## config.mk

```make
export PLATFORM = sky130hd
export DESIGN_NAME = dense_result_streamer
export DESIGN_NICKNAME = d
export VERILOG_FILES = /design/src/rtl/dense_result_streamer.sv
export SDC_FILE = /design/constraint.sdc
export NUM_CORES = 2
export LEC_CHECK = 0
export CORE_AREA = 3 3 652 654
export CTS_CLUSTER_DIAMETER = 40
export DETAILED_ROUTE_END_ITERATION = 12
export DIE_AREA = 0 0 655 657
export PLACE_DENSITY = 0.33
export REMOVE_ABC_BUFFERS = 1
export SYNTH_ARGS = -nofsm -noshare
export SYNTH_HDL_FRONTEND = slang
export SYNTH_SLANG_ARGS = --single-unit
```

## constraint.sdc

```tcl
create_clock -name clk -period 52.6 [get_ports clk]
set_input_delay 7.89 -clock clk [delete_from_list [all_inputs] [get_ports clk]]
set_output_delay 7.89 -clock clk [all_outputs]
set_load 0.02 [all_outputs]
```

## src/rtl/dense_result_streamer.sv

```systemverilog
// Snapshots the dense layer's flat result vector on its completion edge and streams it word by word over valid/ready.
// Optional running argmax over the streamed words is enabled by defining STREAMER_ARGMAX_EN.
module dense_result_streamer #(
    parameter int n  = 100,
    parameter int W  = 16,
    parameter int IW = $clog2(n)
) (
    input  logic           clk,
    input  logic           rst,
    input  logic [W*n-1:0] y_in,
    input  logic           resting_in,
    output logic [W-1:0]   out_data,
    output logic [IW-1:0]  out_idx,
    output logic           out_valid,
    input  logic           out_ready,
    output logic           out_last,
    output logic           busy,
    output logic           done,
    output logic           overrun,
    output logic [IW-1:0]  argmax_idx,
    output logic [W-1:0]   argmax_val
);
    // state  | meaning
    // IDLE   | no snapshot held, waiting for a 0->1 on resting_in
    // STREAM | snapshot held, presenting word idx_q until accepted
    typedef enum logic {IDLE, STREAM} state_t;

    localparam logic [IW-1:0] LAST_IDX = IW'(n - 1);

    state_t         state_q, state_d;
    logic [IW-1:0]  idx_q, idx_d;
    logic [W-1:0]   shadow_q [n];
    logic           resting_q;
    logic           done_q, done_d;
    logic           overrun_q, overrun_d;
    logic           rise, accept, capture;

    always_comb begin
        state_d   = state_q;
        idx_d     = idx_q;
        done_d    = 1'b0;
        overrun_d = overrun_q;
        capture   = 1'b0;
        rise      = resting_in && !resting_q;
        accept    = (state_q == STREAM) && out_ready;
        case (state_q)
            IDLE: begin
                if (rise) begin
                    capture = 1'b1;
                    idx_d   = '0;
                    state_d = STREAM;
                end
            end
            STREAM: begin
                // A completion edge while streaming is dropped, even on the final accept
                if (rise) overrun_d = 1'b1;
                if (accept) begin
                    if (idx_q == LAST_IDX) begin
                        state_d = IDLE;
                        done_d  = 1'b1;
                    end else begin
                        idx_d = idx_q + 1'b1;
                    end
                end
            end
            default: state_d = IDLE;
        endcase
    end

    always_ff @(posedge clk) begin
        if (rst) begin
            state_q   <= IDLE;
            idx_q     <= '0;
            resting_q <= 1'b1;
            done_q    <= 1'b0;
            overrun_q <= 1'b0;
            for (int j = 0; j < n; j++) shadow_q[j] <= '0;
        end else begin
            state_q   <= state_d;
            idx_q     <= idx_d;
            resting_q <= resting_in;
            done_q    <= done_d;
            overrun_q <= overrun_d;
            if (capture) begin
                for (int j = 0; j < n; j++) shadow_q[j] <= y_in[W*j +: W];
            end
        end
    end

    assign out_valid = (state_q == STREAM);
    assign busy      = (state_q == STREAM);
    assign out_data  = shadow_q[idx_q];
    assign out_idx   = idx_q;
    assign out_last  = (state_q == STREAM) && (idx_q == LAST_IDX);
    assign done      = done_q;
    assign overrun   = overrun_q;

`ifdef STREAMER_ARGMAX_EN
    logic [W-1:0]  best_val_q, amax_val_q, cand_val;
    logic [IW-1:0] best_idx_q, amax_idx_q, cand_idx;

    // Strictly-greater replacement keeps the lowest index on ties
    always_comb begin
        cand_val = best_val_q;
        cand_idx = best_idx_q;
        if (idx_q == '0 || $signed(out_data) > $signed(best_val_q)) begin
            cand_val = out_data;
            cand_idx = idx_q;
        end
    end

    always_ff @(posedge clk) begin
        if (rst) begin
            best_val_q <= '0;
            best_idx_q <= '0;
            amax_val_q <= '0;
            amax_idx_q <= '0;
        end else if (accept) begin
            best_val_q <= cand_val;
            best_idx_q <= cand_idx;
            if (idx_q == LAST_IDX) begin
                amax_val_q <= cand_val;
                amax_idx_q <= cand_idx;
            end
        end
    end

    assign argmax_idx = amax_idx_q;
    assign argmax_val = amax_val_q;
`else
    assign argmax_idx = '0;
    assign argmax_val = '0;
`endif

endmodule
```

Word level (Yosys, flattened, before mapping)
Memory sizes are Yosys's and may differ from the RTL's. A register that Yosys moved wholly into a read port is not among the register bits.
Index checks and enable logic that the tools add are counted.
{"block": "totals", "register_bits": 11, "latchBits": 0, "ramBits": 1600, "mem_bits_ro": 0, "input_bits": 1604, "output_inout_bits": 51, "word_cells": 237, "mem_count": 1}
{"block": "classes", "add_sub_neg": 1, "mul": 0, "n_div": 0, "magnitude_cmp": 0, "eq_ne": 4, "shifts": 0, "muxes": 117, "n_bitwise": 102, "n_reduce_logical": 7}
{"memory": "shadow_q", "depth": 100, "word_bits": 16, "rd": 1, "rd_clocked_by_memory_dff": 1, "wr": 100, "line_no": "32", "source": "logic [W-1:0] shadow_q [n];"}
{"operator": "16-bit two-way mux", "count": 100}
{"operator": "1-bit OR", "count": 100}
{"operator": "7-bit two-way mux", "count": 5}
{"operator": "7-bit one-hot mux with 2 select lines", "count": 1}
{"operator": "1-bit two-way mux", "count": 10}
{"operator": "7-bit by 1-bit adder with 7-bit output, second input constant", "count": 1}
{"operator": "7-bit equality test, second input constant", "count": 1}
{"operator": "2-bit != test, second input constant", "count": 2}
{"operator": "1-bit logical AND", "count": 3}
{"operator": "3-bit AND reduction", "count": 1}
{"operator": "3-bit OR reduction", "count": 1}
{"operator": "2-bit by 1-bit != test with 1-bit output, second input constant", "count": 1}
{"operator": "1-bit NOT", "count": 2}
{"operator": "1-bit one-hot mux with 2 select lines", "count": 1}
{"operator": "2-bit AND reduction", "count": 1}
{"operator": "1-bit zero test", "count": 1}

Longest topological paths before layout
{"block": "logic_depth", "word_depth": 8, "depth_mapped": 11, "depth_no_buf": 6}

Worst setup path before layout
OpenSTA, ideal clock, no wires.
{"block": "synth_path", "path_kind": "input port to flip-flop", "start": "in rst", "end": "reg (tool-made name)", "setup_time_ns": 1.756, "t_arrival_ns": 47.013, "required_ns": 50.844, "setup_slack_ns": 3.831, "cell_stages": 3, "n_path_buf": 1, "path_cell_list": "clkbuf_1 > nand2b_1 > nor2_1"}
{"element": "start: declaration", "line_no": "9", "source": "input logic rst,"}

==> impl_metrics.csv <==
group,metric,value,unit
yosys,synth_warnings,0,
yosys,syn-mean-instance-area,16.71,µm²
drt,detail_route.drc_violations,0,
global_route,grt_pass1_vias,50920,
power_and_ir_drop,vdd.ir_drop.worst,0.03238,mV
floorplanning,die_width,655,µm
floorplanning,floorplan.core_area,419900,µm²
yosys,synthCells,4329,
placed_design,placement.setup.worst_slack,38.35,ns
timing,fin_setup_tns,0,ns
timing,final_max_slew_viol_count,0,
yosys,synth_top_area_share,66.43,%
hold_path,min-delay-start,"overrun",
status,outcome,"completed",
timing,fmaxAchievable,68.03,MHz
setup_path,critical_path_peak_fanout,33,
clock_tree,htreeDepth,5,
power_and_ir_drop,total_power,4.119,mW
yosys,netlist.top_cell.by_area,"sky130_fd_sc_hd__edfxtp_1",
yosys,synth_top_cells_by_area,"sky130_fd_sc_hd__edfxtp_1 66%, sky130_fd_sc_hd__mux4_2 14%, sky130_fd_sc_hd__and2_1 9.2%, sky130_fd_sc_hd__nor2b_1 4.7%, sky130_fd_sc_hd__clkbuf_1 1.1%",
global_route,groute.usage.overall,15.97,%
timing,grt_setup_unrepaired,"false",
drt,detailed_routing_iteration_count_for_the_pre_antenna_repair_pass,5,
drt,route.detailed.wl_per_inst,29.55,µm
clock_tree,cts-hold-fix-buffers,0,
clock_tree,worst_skew_pair.late_latency,0.95,ns
drt,vias_per_cell,3.868,
timing,report.final.setup_viol,0,
timing,relSlewSlack,24.19,%
drt,routed-via-count,46230,
timing,final.setup_skew,0.07926,ns
clock_tree,path_clk_slew,0.04,ns
global_route,gr-usage-met1,18.08,%
finish,fillerInstances,43340,
clock_tree,cts_inserted_buffers,361,
setup_path,data_arrival_at_the_endpoint_of_the_critical_path,6.81,ns
power_and_ir_drop,power_density,38.39,nW/µm²
setup_path,worst_r2r_startpoint,"busy",
setup_path,setup_slack_reg_to_reg,46.46,ns
global_route,grtUsageMet2,29.73,%
drt,drtAntennaViolNets,0,
placed_design,port_buffers,1631,
setup_path,reg2reg_to,"shadow_q[18][6]",
timing,timing_hold_violations_final,0,
yosys,synth_enable_flop_cells,1600,
clock_tree,cts_tree,"done",
floorplanning,floorplan.io_pins,1655,
timing,layout_setup_ws,37.90,ns
global_route,global_route.usage.met3,4.192,%
global_route,grt_pass1_wl,466100,µm
global_route,largest_net_degree_at_the_start_of_global_routing,198,
finish,finish.net_count,7700,
global_route,globalRoute.totalOverflow,0,
hold_path,end_of_the_worst_hold_path,"overrun",
yosys,synth.ff_latch_count,1618,
placed_design,place.gp.congestion,0.7851,
power_and_ir_drop,p_leak,36.94,nW
yosys,synth_seq_area_share,66.93,%
setup_path,number_of_cells_on_the_worst_reg_to_reg_path,7,
floorplanning,die-area,430300,µm²
timing,fin_crit_sh,27.95,%
global_route,grt.busiest_layer,"met2",
floorplanning,row_count,238,
setup_path,critPathSlowestCell,"sky130_fd_sc_hd__a211oi_1",
drt,total_wire_length,353100,µm
placed_design,placedCellCount,11250,
yosys,synthFlopType,"sky130_fd_sc_hd__edfxtp_1",
flow_run,timing.max_cap.violations,0,
setup_path,critical_path.endpoint_type,"output port",
placed_design,dp_hpwl,270000,µm
clock_tree,cts_root_buffer,"sky130_fd_sc_hd__clkbuf_16",
finish,finalInstanceArea,107300,µm²
finish,area_growth,48.32,%
setup_path,cp_slowest_stage_delay,0.85,ns
drt,first_iter_violations,3142,
setup_path,crit_path_start_kind,"flop",
floorplanning,initial_core_util,17.23,%
hold_path,type_of_the_worst_min_delay_path,"reg2reg",
yosys,synth.distinct_cells,47,
timing,timing_worst_slew_pin_value,1.136,ns
clock_tree,cts_sinks,1618,
floorplanning,die_h,657,µm
finish,layout.cells.most_common_list,"1630 x sky130_fd_sc_hd__clkdlybuf4s50_1, 1600 x sky130_fd_sc_hd__edfxtp_1, 1059 x sky130_fd_sc_hd__and2_1",
global_route,antenna_violations_before_repair,266,
finish,share_of_layout_cells_above_drive_strength_1,17.39,%
placed_design,cell_area_reported_after_detailed_placement,94810,µm²
clock_tree,cts_repair_resize_count,0,
setup_path,worstPathCellList,"buf_4 -> buf_4 -> buf_4 -> buf_4 -> mux4_2 -> o22ai_1 -> a211oi_1 -> a221oi_1 -> a31oi_1 -> clkdlybuf4s50_1",
finish,mostFrequentLayoutCell,"sky130_fd_sc_hd__clkdlybuf4s50_1",
finish,finish.cell_count_without_fillers,11950,
yosys,synth_async_sr_flop_share,0,%
clock_tree,cts-root-to-sink-buffers,4,
yosys,mappedNetlistArea,72330,µm²
setup_path,path_common_cell,"sky130_fd_sc_hd__buf_4",
timing,period_minus_slack,14.70,ns
setup_path,class_of_the_most_critical_setup_path,"reg2out",
setup_path,worst-endpoint-required,44.71,ns
clock_tree,post_cts.repair.setup_buffers,0,
hold_path,worstHoldPathCells,2,
==> cell type report <==
cell class / instances / area, µm² / share of cell area [%]
tap: 5520 / 6907 / 6.438
timing repair buffer: 1718 / 17070 / 15.91
clock inverter: 248 / 3103 / 2.893
inverter: 3 / 11.26 / 0.01050
clock buffer: 409 / 9256 / 8.629
multi-input combinational: 2393 / 22390 / 20.87
antenna: 41 / 102.6 / 0.09564
sequential: 1618 / 48430 / 45.15
==> state kept, by name, indices dropped and copies added (netlist names), named ones only <==
| register | flops |
|---|---|
| shadow_q | 1600 |
| out_idx | 7 |
| busy | 1 |
| done | 1 |
| overrun | 1 |
| resting_q | 1 |
==> cell families (layout without fill, tap and decap cells) <==
group / after synthesis / in the layout / synth area share (%)
AND/OR/NAND/NOR: 1693 / 1693 / 14.46
buffers and inverters: 340 / 2378 / 2.297
other: 1 / 64 / 0.005185
flip-flops: 1618 / 1618 / 66.93
AO/OA/AOI/OAI: 159 / 159 / 1.533
adder cells (fa/ha/maj): 1 / 1 / 0.01730
XOR/XNOR: 5 / 5 / 0.06055
multiplexers: 512 / 512 / 14.70
==> worst max-delay path: cells and delay by family (launching register included) <==
| kind | cells | cell delay, ns |
|---|---|---|
| multiplexers | 1 | 0.37 |
| flip-flops | 1 | 0.73 |
| AO/OA/AOI/OAI | 4 | 1.59 |
| buffers and inverters | 5 | 3.10 |
==> layer usage <==
layer / vias up / wire length, µm
li1: 19920 / -
met2: 1771 / 187500
met1: 23660 / 133400
met4: 106 / 8313
met3: 767 / 23300
met5: - / 655
==> stage by stage <==
| step | util [%] | hold WS [ns] |
|---|---|---|
| floorplan | - | 0.5059 |
| global placement | 22.58 | 0.5021 |
| detailed placement | 22.58 | 0.5093 |
| CTS | 25.52 | 0.5196 |
| global route | 25.53 | 0.5365 |
| finish | 25.55 | 0.5214 |
==> worst max path at each step <==
stage | end | slack [ns] | cells after the start | start
floorplan | flop | 4.04 | 2 | rst
global placement | out_data[4] | 38.50 | 10 | flop
detailed placement | shadow_q[18][6] | 38.35 | 8 | resting_in
CTS | out_data[4] | 37.44 | 10 | flop
global route | out_data[4] | 37.32 | 10 | flop
finish | out_data[4] | 37.90 | 10 | flop
==> power breakdown <==
part | total (mW) | switching, mW | internal, mW | leakage (nW)
clock network | 2.30 | 0.784 | 1.51 | 5.93
logic | 0.289 | 0.126 | 0.163 | 14.1
registers | 1.53 | 0.0270 | 1.51 | 16.9
==> cell usage after synthesis, drive strengths merged, types with 4 or more instances <==
cell / instances
nand2b: 4
o21ai: 9
nor2b: 549
dfxtp: 18
buf: 123
a211oi: 12
xnor2: 5
a221oi: 15
a31oi: 14
a21boi: 13
or3: 4
a21oi: 18
nand2: 40
edfxtp: 1600
o221ai: 4
mux4: 440
o22ai: 30
mux2i: 69
nand3: 8
a22oi: 30
and2: 1060
nor2: 17
clkbuf: 214
(Power assumes the default switching activity.)
